## config.mk

```make
export PLATFORM = sky130hd
export DESIGN_NAME = arbiter_x4
export DESIGN_NICKNAME = d
export VERILOG_FILES = /design/src/rtl/arbiter_x4_pkg.sv /design/src/rtl/arbiter_x4_prio_enc.sv /design/src/rtl/arbiter_x4.sv
export SDC_FILE = /design/constraint.sdc
export NUM_CORES = 1
export LEC_CHECK = 0
export ABC_AREA = 1
export BUFFER_PORTS_ARGS = -buffer_cell sky130_fd_sc_hd__buf_4
export CELL_PAD_IN_SITES_DETAIL_PLACEMENT = 1
export CELL_PAD_IN_SITES_GLOBAL_PLACEMENT = 1
export CORE_ASPECT_RATIO = 0.75
export CORE_MARGIN = 2
export CORE_UTILIZATION = 34
export DETAILED_ROUTE_END_ITERATION = 12
export HOLD_SLACK_MARGIN = 0.12
export MAX_ROUTING_LAYER = met4
export PLACE_DENSITY_LB_ADDON = 0.05
export SLEW_MARGIN = 5
export SYNTH_ARGS = -nofsm -noshare
export SYNTH_HDL_FRONTEND = slang
export SYNTH_SLANG_ARGS = --single-unit
```

## constraint.sdc

```tcl
create_clock -name clk -period 1.5 [get_ports clk]
set_clock_uncertainty 0.05 [all_clocks]
set_input_delay 0 -clock clk [delete_from_list [all_inputs] [get_ports clk]]
set_output_delay 0 -clock clk [all_outputs]
set_load 0.02 [all_outputs]
```

## src/rtl/arbiter_x4_pkg.sv

```systemverilog
// Shared definitions for the four-way round-robin arbiter: state encoding,
// requester count, default hold limit and a one-hot helper.
package arbiter_x4_pkg;

   typedef enum logic {
      ST_IDLE  = 1'b0,
      ST_GRANT = 1'b1
   } state_t;

   localparam int N_REQ            = 4;
   localparam int HOLD_MAX_DEFAULT = 15;

   function automatic logic [N_REQ-1:0] onehot4(input logic [1:0] idx);
      return 4'b0001 << idx;
   endfunction

endpackage

```

## src/rtl/arbiter_x4_prio_enc.sv

```systemverilog
// 4-input / 2-output priority encoder: the highest set input wins, and valid
// flags that at least one input is set.
module arbiter_x4_prio_enc (
   input  logic [3:0] a,
   output logic [1:0] z,
   output logic       valid
);

   always_comb begin
      z = 2'd0;
      if (a[3])      z = 2'd3;
      else if (a[2]) z = 2'd2;
      else if (a[1]) z = 2'd1;
      valid = |a;
   end

endmodule

```

## src/rtl/arbiter_x4.sv

```systemverilog
// Round-robin arbiter for four requesters with registered one-hot grant,
// owner index, and an optional hold limit that revokes long ownerships.
module arbiter_x4
   import arbiter_x4_pkg::*;
#(
   parameter int HOLD_MAX = HOLD_MAX_DEFAULT,
   parameter int CNT_W    = 4
) (
   input  logic       clk,
   input  logic       reset_n,
   input  logic [3:0] req,
   input  logic       done,
   output logic [3:0] gnt,
   output logic [1:0] gnt_id,
   output logic       gnt_valid,
   output logic       timeout
);

   state_t           state, state_next;
   logic [CNT_W-1:0] cnt, cnt_next;
   logic [1:0]       last, last_next;
   logic [3:0]       gnt_next;
   logic [1:0]       gnt_id_next;
   logic             timeout_next;

   logic [7:0]       req_dbl;
   logic [3:0]       rot;
   logic [1:0]       enc_k;
   logic             any_req;
   logic [1:0]       win;
   logic             owner_req;
   logic             limit_hit;
   logic             release_now;

   // Rotate so the requester served last lands at bit 0 (lowest priority).
   always_comb begin
      req_dbl   = {req, req} >> last;
      rot       = req_dbl[3:0];
      win       = enc_k + last;
      owner_req = req[gnt_id];
      limit_hit = (HOLD_MAX != 0) && (cnt == CNT_W'(HOLD_MAX));
      release_now = done || !owner_req || limit_hit;
   end

   arbiter_x4_prio_enc u_enc (
      .a     (rot),
      .z     (enc_k),
      .valid (any_req)
   );

   always_ff @(posedge clk or negedge reset_n) begin
      if (!reset_n) begin
         state   <= ST_IDLE;
         cnt     <= '0;
         last    <= 2'd0;
         gnt     <= 4'b0000;
         gnt_id  <= 2'd0;
         timeout <= 1'b0;
      end else begin
         state   <= state_next;
         cnt     <= cnt_next;
         last    <= last_next;
         gnt     <= gnt_next;
         gnt_id  <= gnt_id_next;
         timeout <= timeout_next;
      end
   end

   // Counter saturates rather than wrapping when the hold limit is disabled.
   always_comb begin
      state_next = state;
      cnt_next   = cnt;
      last_next  = last;
      case (state)
         ST_IDLE: begin
            if (any_req) begin
               state_next = ST_GRANT;
               cnt_next   = CNT_W'(1);
            end
         end
         ST_GRANT: begin
            if (release_now) begin
               state_next = ST_IDLE;
               last_next  = gnt_id;
            end else if (cnt != {CNT_W{1'b1}}) begin
               cnt_next = cnt + CNT_W'(1);
            end
         end
         default: state_next = ST_IDLE;
      endcase
   end

   always_comb begin
      gnt_next     = gnt;
      gnt_id_next  = gnt_id;
      timeout_next = 1'b0;
      case (state)
         ST_IDLE: begin
            gnt_next = 4'b0000;
            if (any_req) begin
               gnt_next    = onehot4(win);
               gnt_id_next = win;
            end
         end
         ST_GRANT: begin
            if (release_now) begin
               gnt_next     = 4'b0000;
               timeout_next = limit_hit && !done && owner_req;
            end
         end
         default: gnt_next = 4'b0000;
      endcase
   end

   assign gnt_valid = |gnt;

endmodule

```

==> run_results.csv, run 1 <==
group,metric,value,unit
power,seq_power_share,23.8,%
synthesis,netlist_instances,111,
final_layout,final_cells,177,
sta,slew_viol_final,0,
route,drt-pass1-iter-count,3,
floorplanning,die_area,2811,um^2
sta,fmax,636.9,MHz
place,place_inst,166,
route,vias,851,
place,place_congestion,0.7580,
critical_path,cp-end-kind,"register",
floorplanning,coreArea,2290,um^2
route,drc,0,
sta,timing.final.crit_period,1.570,ns
synthesis,synth_cell_types,16,
sta,max-slew-margin-rel,55.44,%
route,wire_per_inst,14.13,um
clock_network,clk_pin_slew_worst_paths,0.09,ns
place,place_area,1016,um^2
final_layout,fin_nets,154,
route,viasPerCell,4.808,
synthesis,synth_nets,120,
clock_network,cts_buffers,3,
critical_path,critPathKind,"reg2reg",
grt,grt_pass1_vias,853,
power,power.density,2313,nW/um^2
power,peakVddDrop,0.001007,V
place,dp_hpwl,1784,um
sta,setup_viol_count_final,7,
sta,tightest_slew,0.6661,ns
critical_path,r2r_start,"last[0]",
power,switching_power,1.381,mW
critical_path,worst-path-max-fanout,6,
power,pwr-share-comb,68.6,%
synthesis,ys_ff_latch,14,
sta,grt_setup_unrepaired,"yes",
clock_network,clock-sinks,14,
grt,grt_max_degree,15,
synthesis,synth_warnings,0,
grt,grt.overflow.total,0,
final_layout,syn_to_final_growth,47.55,%
grt,track_usage,20.71,%
synthesis,synth_seq_area_share,42.94,%
final_layout,final_area,1204,um^2
critical_path,cp.required,1.67,ns
power,finalPower,2.784,mW
power,p_leak,0.6100,nW
clock_network,cts_tree,"done",
power,sw_frac_of_total,49.60,%
sta,fin_tns_setup,-0.3204,ns
critical_path,cp.arrival,1.74,ns
sta,setup_slack,-0.07020,ns
critical_path,cp-start-kind,"register",
floorplanning,die_y,46.42,um
clock_network,cts_buffer_depth,2,
route,antenna_left,0,
clock_network,cts_max_level,1,
flow_run,drv_cap,0,
outcome,status,"finished, violations left",
sta,hold_viol,0,
worst_hold_path,min_path_type,"in2reg",
floorplanning,dieWidth,60.56,um
clock_network,clk_latency,0.28,ns
sta,post-route-period-util,104.7,%
route,drt_iter0_markers,13,
synthesis,syn_area,815.8,um^2
critical_path,crit_start,"last[0]",
final_layout,n_antenna_cell,0,
place,portBuffers,14,
grt,grt_pass1_wl,4098,um
clock_network,cts_root_buf,"clkbuf_4",
power,power.internal,1.403,mW
power,clkPwrFrac,7.6,%
route,drt-total-wl,2501,um
synthesis,syn_avg_cell_area,7.349,um^2
outcome,violations,"setup timing",
floorplanning,num_rows,15,
worst_hold_path,min_from,"req[1]",
floorplanning,io_pins,15,
floorplanning,initial_core_util,35.63,%
final_layout,drive_gt1_share,45.45,%
grt,antenna_found_initial,0,
[power by group through the flow]
stage	Clock, mW	Combinational (mW)	Sequential (mW)
after floorplan	0	0.893	0.684
after global placement	0	1.42	0.642
after CTS	0.221	1.76	0.647
after detailed placement	0	1.45	0.647
final	0.212	1.91	0.662
after global routing	0.239	2.09	0.679
[Yosys cell counts]
cell type	count	area [um^2]
inv_1	6	22.52
nand3_1	20	100.1
dfrtp_1	14	350.3
o21ai_0	4	20.02
nand2_1	40	150.1
nor2_1	8	30.03
xor2_1	2	17.52
or4_1	1	7.510
o21ai_4	1	16.27
nand2_2	2	12.51
o21ai_1	3	15.01
ha_1	2	25.02
nand4_1	1	6.260
nand2_4	2	22.52
a21oi_1	1	5.000
inv_2	4	15.01
[registers in the layout, indices dropped and copies added, names as in the netlist]
register / count
state: 1
cnt: 4
gnt_id: 2
last: 2
gnt: 4
timeout: 1
[worst max-delay path, cell delays in order (launching register included)]
cell and delay, ns:
dfrtp_2 0.46, nand2_1 0.14, nand3_1 0.10, nand2_2 0.12, nand2_2 0.08, ha_4 0.17, inv_2 0.08, nand3_2 0.09
nand2_2 0.08, nand3_1 0.07, nand2_1 0.06
[final timing paths]
| kind | slack [ns] | end | cells past startpoint |
|---|---|---|---|
| max | -0.07 | gnt[2] | 10 |
| min | 0.17 | timeout | 5 |
| max reg2reg | -0.07 | gnt[2] | 10 |
| min reg2reg | 0.47 | gnt[0] | 2 |
| max in group asynchronous | 0.17 | last[0] | 3 |
| min in group asynchronous | 0.77 | timeout | 3 |
[stage by stage]
stage | hold WS [ns] | util, % | setup WS, ns
6_report | 0.1749 | 52.57 | -0.07020
3_5_place_dp | -0.1848 | 44.37 | -0.1311
2_1_floorplan | -0.3456 | - | 0.03730
5_1_grt | 0.2278 | 52.57 | -0.1547
4_1_cts | 0.1754 | 50.60 | -0.05281
3_3_place_gp | -0.1884 | 44.37 | -0.08205
[final cells by class]
type                       count  area (um^2)
fill                         298         1086
multi-input combinational     87        515.5
tap                           34        42.54
clock buffer                   3        22.52
inverter                      10        40.04
timing repair buffer          29        229.0
sequential                    14        354.1
[logic make-up (layout without fill, tap and decap cells)]
kind of cell    count (synthesis)  in the layout  share of synthesized area, %
compound gates                  9              9                         6.901
xor+xnor                        2              2                         2.148
fa+ha+maj                       2              2                         3.067
buf+inv                        10             42                         4.600
flops                          14             14                         42.95
simple gates                   74             74                         40.34
[routing by layer]
layer  wire (um)  global-route usage, %  vias up  share of wire [%]
met3          62                  4.213        0                2.5
li1            -                      -      426                  -
met2        1123                  31.18       11                 45
met1        1314                  29.01      414                 53
met5           0                      -        -                  0
met4           0                  3.913        0                  0
[what timing repair did]
action                                 4_1_cts  5_1_grt
endpoints found under the hold margin       16        0
pin swaps                                   10        3
gates resized for setup                     23       10
hold buffers                                 3        0
setup endpoints to repair                    8       12
buffers inserted                             1        4
[placed cells by master (no fill, tap or decap), drive strengths merged]
cell         netlist  final
ha                 2      2
clkbuf             0      3
or4                1      1
dlygate4sd3        0      3
dfrtp             14     14
nor2               8      8
nand2             44     44
xor2               2      2
a21oi              1      1
inv               10     10
buf                0     26
nand4              1      1
o21ai              8      8
nand3             20     20
No activity file was read; power rests on OpenSTA's default activity.
==> run 2: changes to the inputs <==
Settings changed: CORE_UTILIZATION 34 to 36, CTS_BUF_LIST from default to sky130_fd_sc_hd__clkbuf_4 sky130_fd_sc_hd__clkbuf_8.
==> run 2 against run 1 <==
Global-route usage is 1.8 points higher. Non-clock buffer count is 3 higher. First-iteration DRC count grew to 3.4 times the previous value. Fmax is 3.1% lower. Via count is 6.8% higher. Critical path depth is 1 higher. Combinational power is 15% higher. Worst setup slack worse by 0.051 ns. Utilization is 10 points higher. Wire length is 14% higher. Count of clock-buffer cells in the layout is 1 higher. The flow finishes with violations (DRC, setup timing). Sequential power hardly changed.
==> run_results.csv, run 2 (synthesis results as in run 1) <==
group,metric,value,unit
clock_network,cts_root_buf,"clkbuf_4",
worst_hold_path,min_path_cells,5,
final_layout,fin_nets,157,
critical_path,cp.arrival,1.80,ns
power,power.density,2413,nW/um^2
route,drt-pass1-iter-count,7,
route,drt_iter0_markers,44,
critical_path,worst-path-max-fanout,6,
sta,hold_ws,0.1968,ns
final_layout,final_cells,171,
place,dp_hpwl,1801,um
worst_hold_path,min_path_type,"in2reg",
grt,grt.overflow.total,0,
flow_run,drv_cap,0,
clock_network,cts_buffers,3,
place,pre_cts_slack,-0.1885,ns
critical_path,reg2reg_slack,-0.12,ns
route,wl_met2,1398,um
floorplanning,num_rows,14,
grt,grt_pass1_wl,4146,um
place,portBuffers,14,
clock_network,clock-sinks,14,
route,vias,909,
outcome,violations,"DRC, setup timing",
power,p_leak,0.6527,nW
worst_hold_path,hold_path_end,"timeout",
final_layout,syn_to_final_growth,58.59,%
final_layout,finish.utilization,62.59,%
floorplanning,io_pins,15,
critical_path,worst-r2r-cell-count,11,
grt,grt_pass1_vias,896,
worst_hold_path,min_from,"req[1]",
floorplanning,die_y,45.23,um
clock_network,clk_pin_slew_worst_paths,0.09,ns
sta,post-route-period-util,108.0,%
route,viasPerCell,5.316,
clock_network,cts_max_level,1,
sta,tightest_slew,0.6598,ns
sta,max-slew-margin-rel,55.87,%
critical_path,cp.required,1.68,ns
critical_path,critPathKind,"reg2reg",
sta,slew_viol_final,0,
final_layout,n_antenna_cell,0,
sta,hold_viol,0,
route,routed.top_layer,"met4",
place,place_congestion,0.7788,
sta,timing.final.crit_period,1.621,ns
floorplanning,die_area,2667,um^2
critical_path,cp-start-kind,"register",
critical_path,cp-end-kind,"register",
final_layout,final_area,1294,um^2
grt,grt_max_degree,15,
grt,antenna_found_initial,0,
floorplanning,dieWidth,58.97,um
final_layout,largest_registers,"cnt (4), gnt (4)",
route,antenna_left,0,
route,wire_per_inst,16.68,um
final_layout,drive_gt1_share,50.34,%
floorplanning,initial_core_util,39.47,%
critical_path,regToRegEndpoint,"cnt[1]",
critical_path,r2r_start,"last[0]",
route,wl_met3,126,um
sta,grt_setup_unrepaired,"yes",
power,finalPower,3.122,mW
final_layout,final_cell_mix,"25 x nand2_1, 25 x buf_4, 13 x nand2_2",
place,place_inst,156,
sta,fin_tns_setup,-0.8657,ns
sta,setup_viol_count_final,10,
route,drt-total-wl,2852,um
floorplanning,coreArea,2067,um^2
route,drc,2,
place,place_area,1003,um^2
clock_network,cts_buffer_depth,2,
clock_network,clk_latency,0.28,ns
sta,setup_slack,-0.1207,ns
power,peakVddDrop,0.001651,V
outcome,status,"finished, violations left",
route,drt-met1-wl,1212,um
grt,track_usage,22.47,%
sta,fmax,617.0,MHz
clock_network,cts_tree,"done",
run 2: changes by cell type in the layout (fill, tap and decap cells not counted), moves of 2 or more:
| cell | before | now |
|---|---|---|
| inv_1 | 3 | 5 |
| inv_2 | 6 | 4 |
| nand2_4 | 3 | 6 |
| buf_6 | 1 | 3 |
| nand2_1 | 29 | 25 |
| o21ai_1 | 5 | 3 |
| nand3_1 | 12 | 10 |
run 2: area by class of cell:
type	instances	area (um^2)
timing repair buffer	32	271.5
clock buffer	4	36.28
multi-input combinational	87	561.8
fill	251	773.2
sequential	14	354.1
tap	24	30.03
inverter	10	40.04
run 2: worst max-delay path by stage:
stage | start | to | cells after the start
CTS | last[0] | gnt[2] | 11
floorplan | last[0] | gnt[2] | 12
detailed placement | last[0] | gnt[1] | 12
global route | last[0] | cnt[1] | 12
finish | last[0] | cnt[1] | 11
global placement | last[0] | gnt[0] | 12
run 2: timing repair:
action | in CTS | in global routing
pin swaps | 5 | 9
gates resized for setup | 15 | 28
hold buffers | 3 | 0
endpoints found under the hold margin | 15 | 0
endpoints found under the setup margin | 10 | 13
setup buffers | 4 | 4
run 2: worst max-delay path: stages, from the launching register on:
cell     delay [ns]
dfrtp_2        0.48
nand2_2        0.13
nand3_4        0.09
nand2_4        0.09
buf_12         0.10
nand2_4        0.05
o21ai_4        0.18
buf_6          0.15
nand2_4        0.06
inv_2          0.07
nand2_1        0.06
nand2_1        0.05
run 2: layer usage:
layer	up-vias	global-route usage (%)
li1	434	-
met1	436	27.45
met2	22	37.33
met3	17	5.158
met4	0	6.818
met5	-	-
run 2: power by group:
group | switching, mW | leakage (nW) | total, mW | internal (mW)
Clock | 0.128 | 0.0210 | 0.276 | 0.148
Combinational | 1.24 | 0.456 | 2.19 | 0.949
Sequential | 0.147 | 0.175 | 0.660 | 0.513
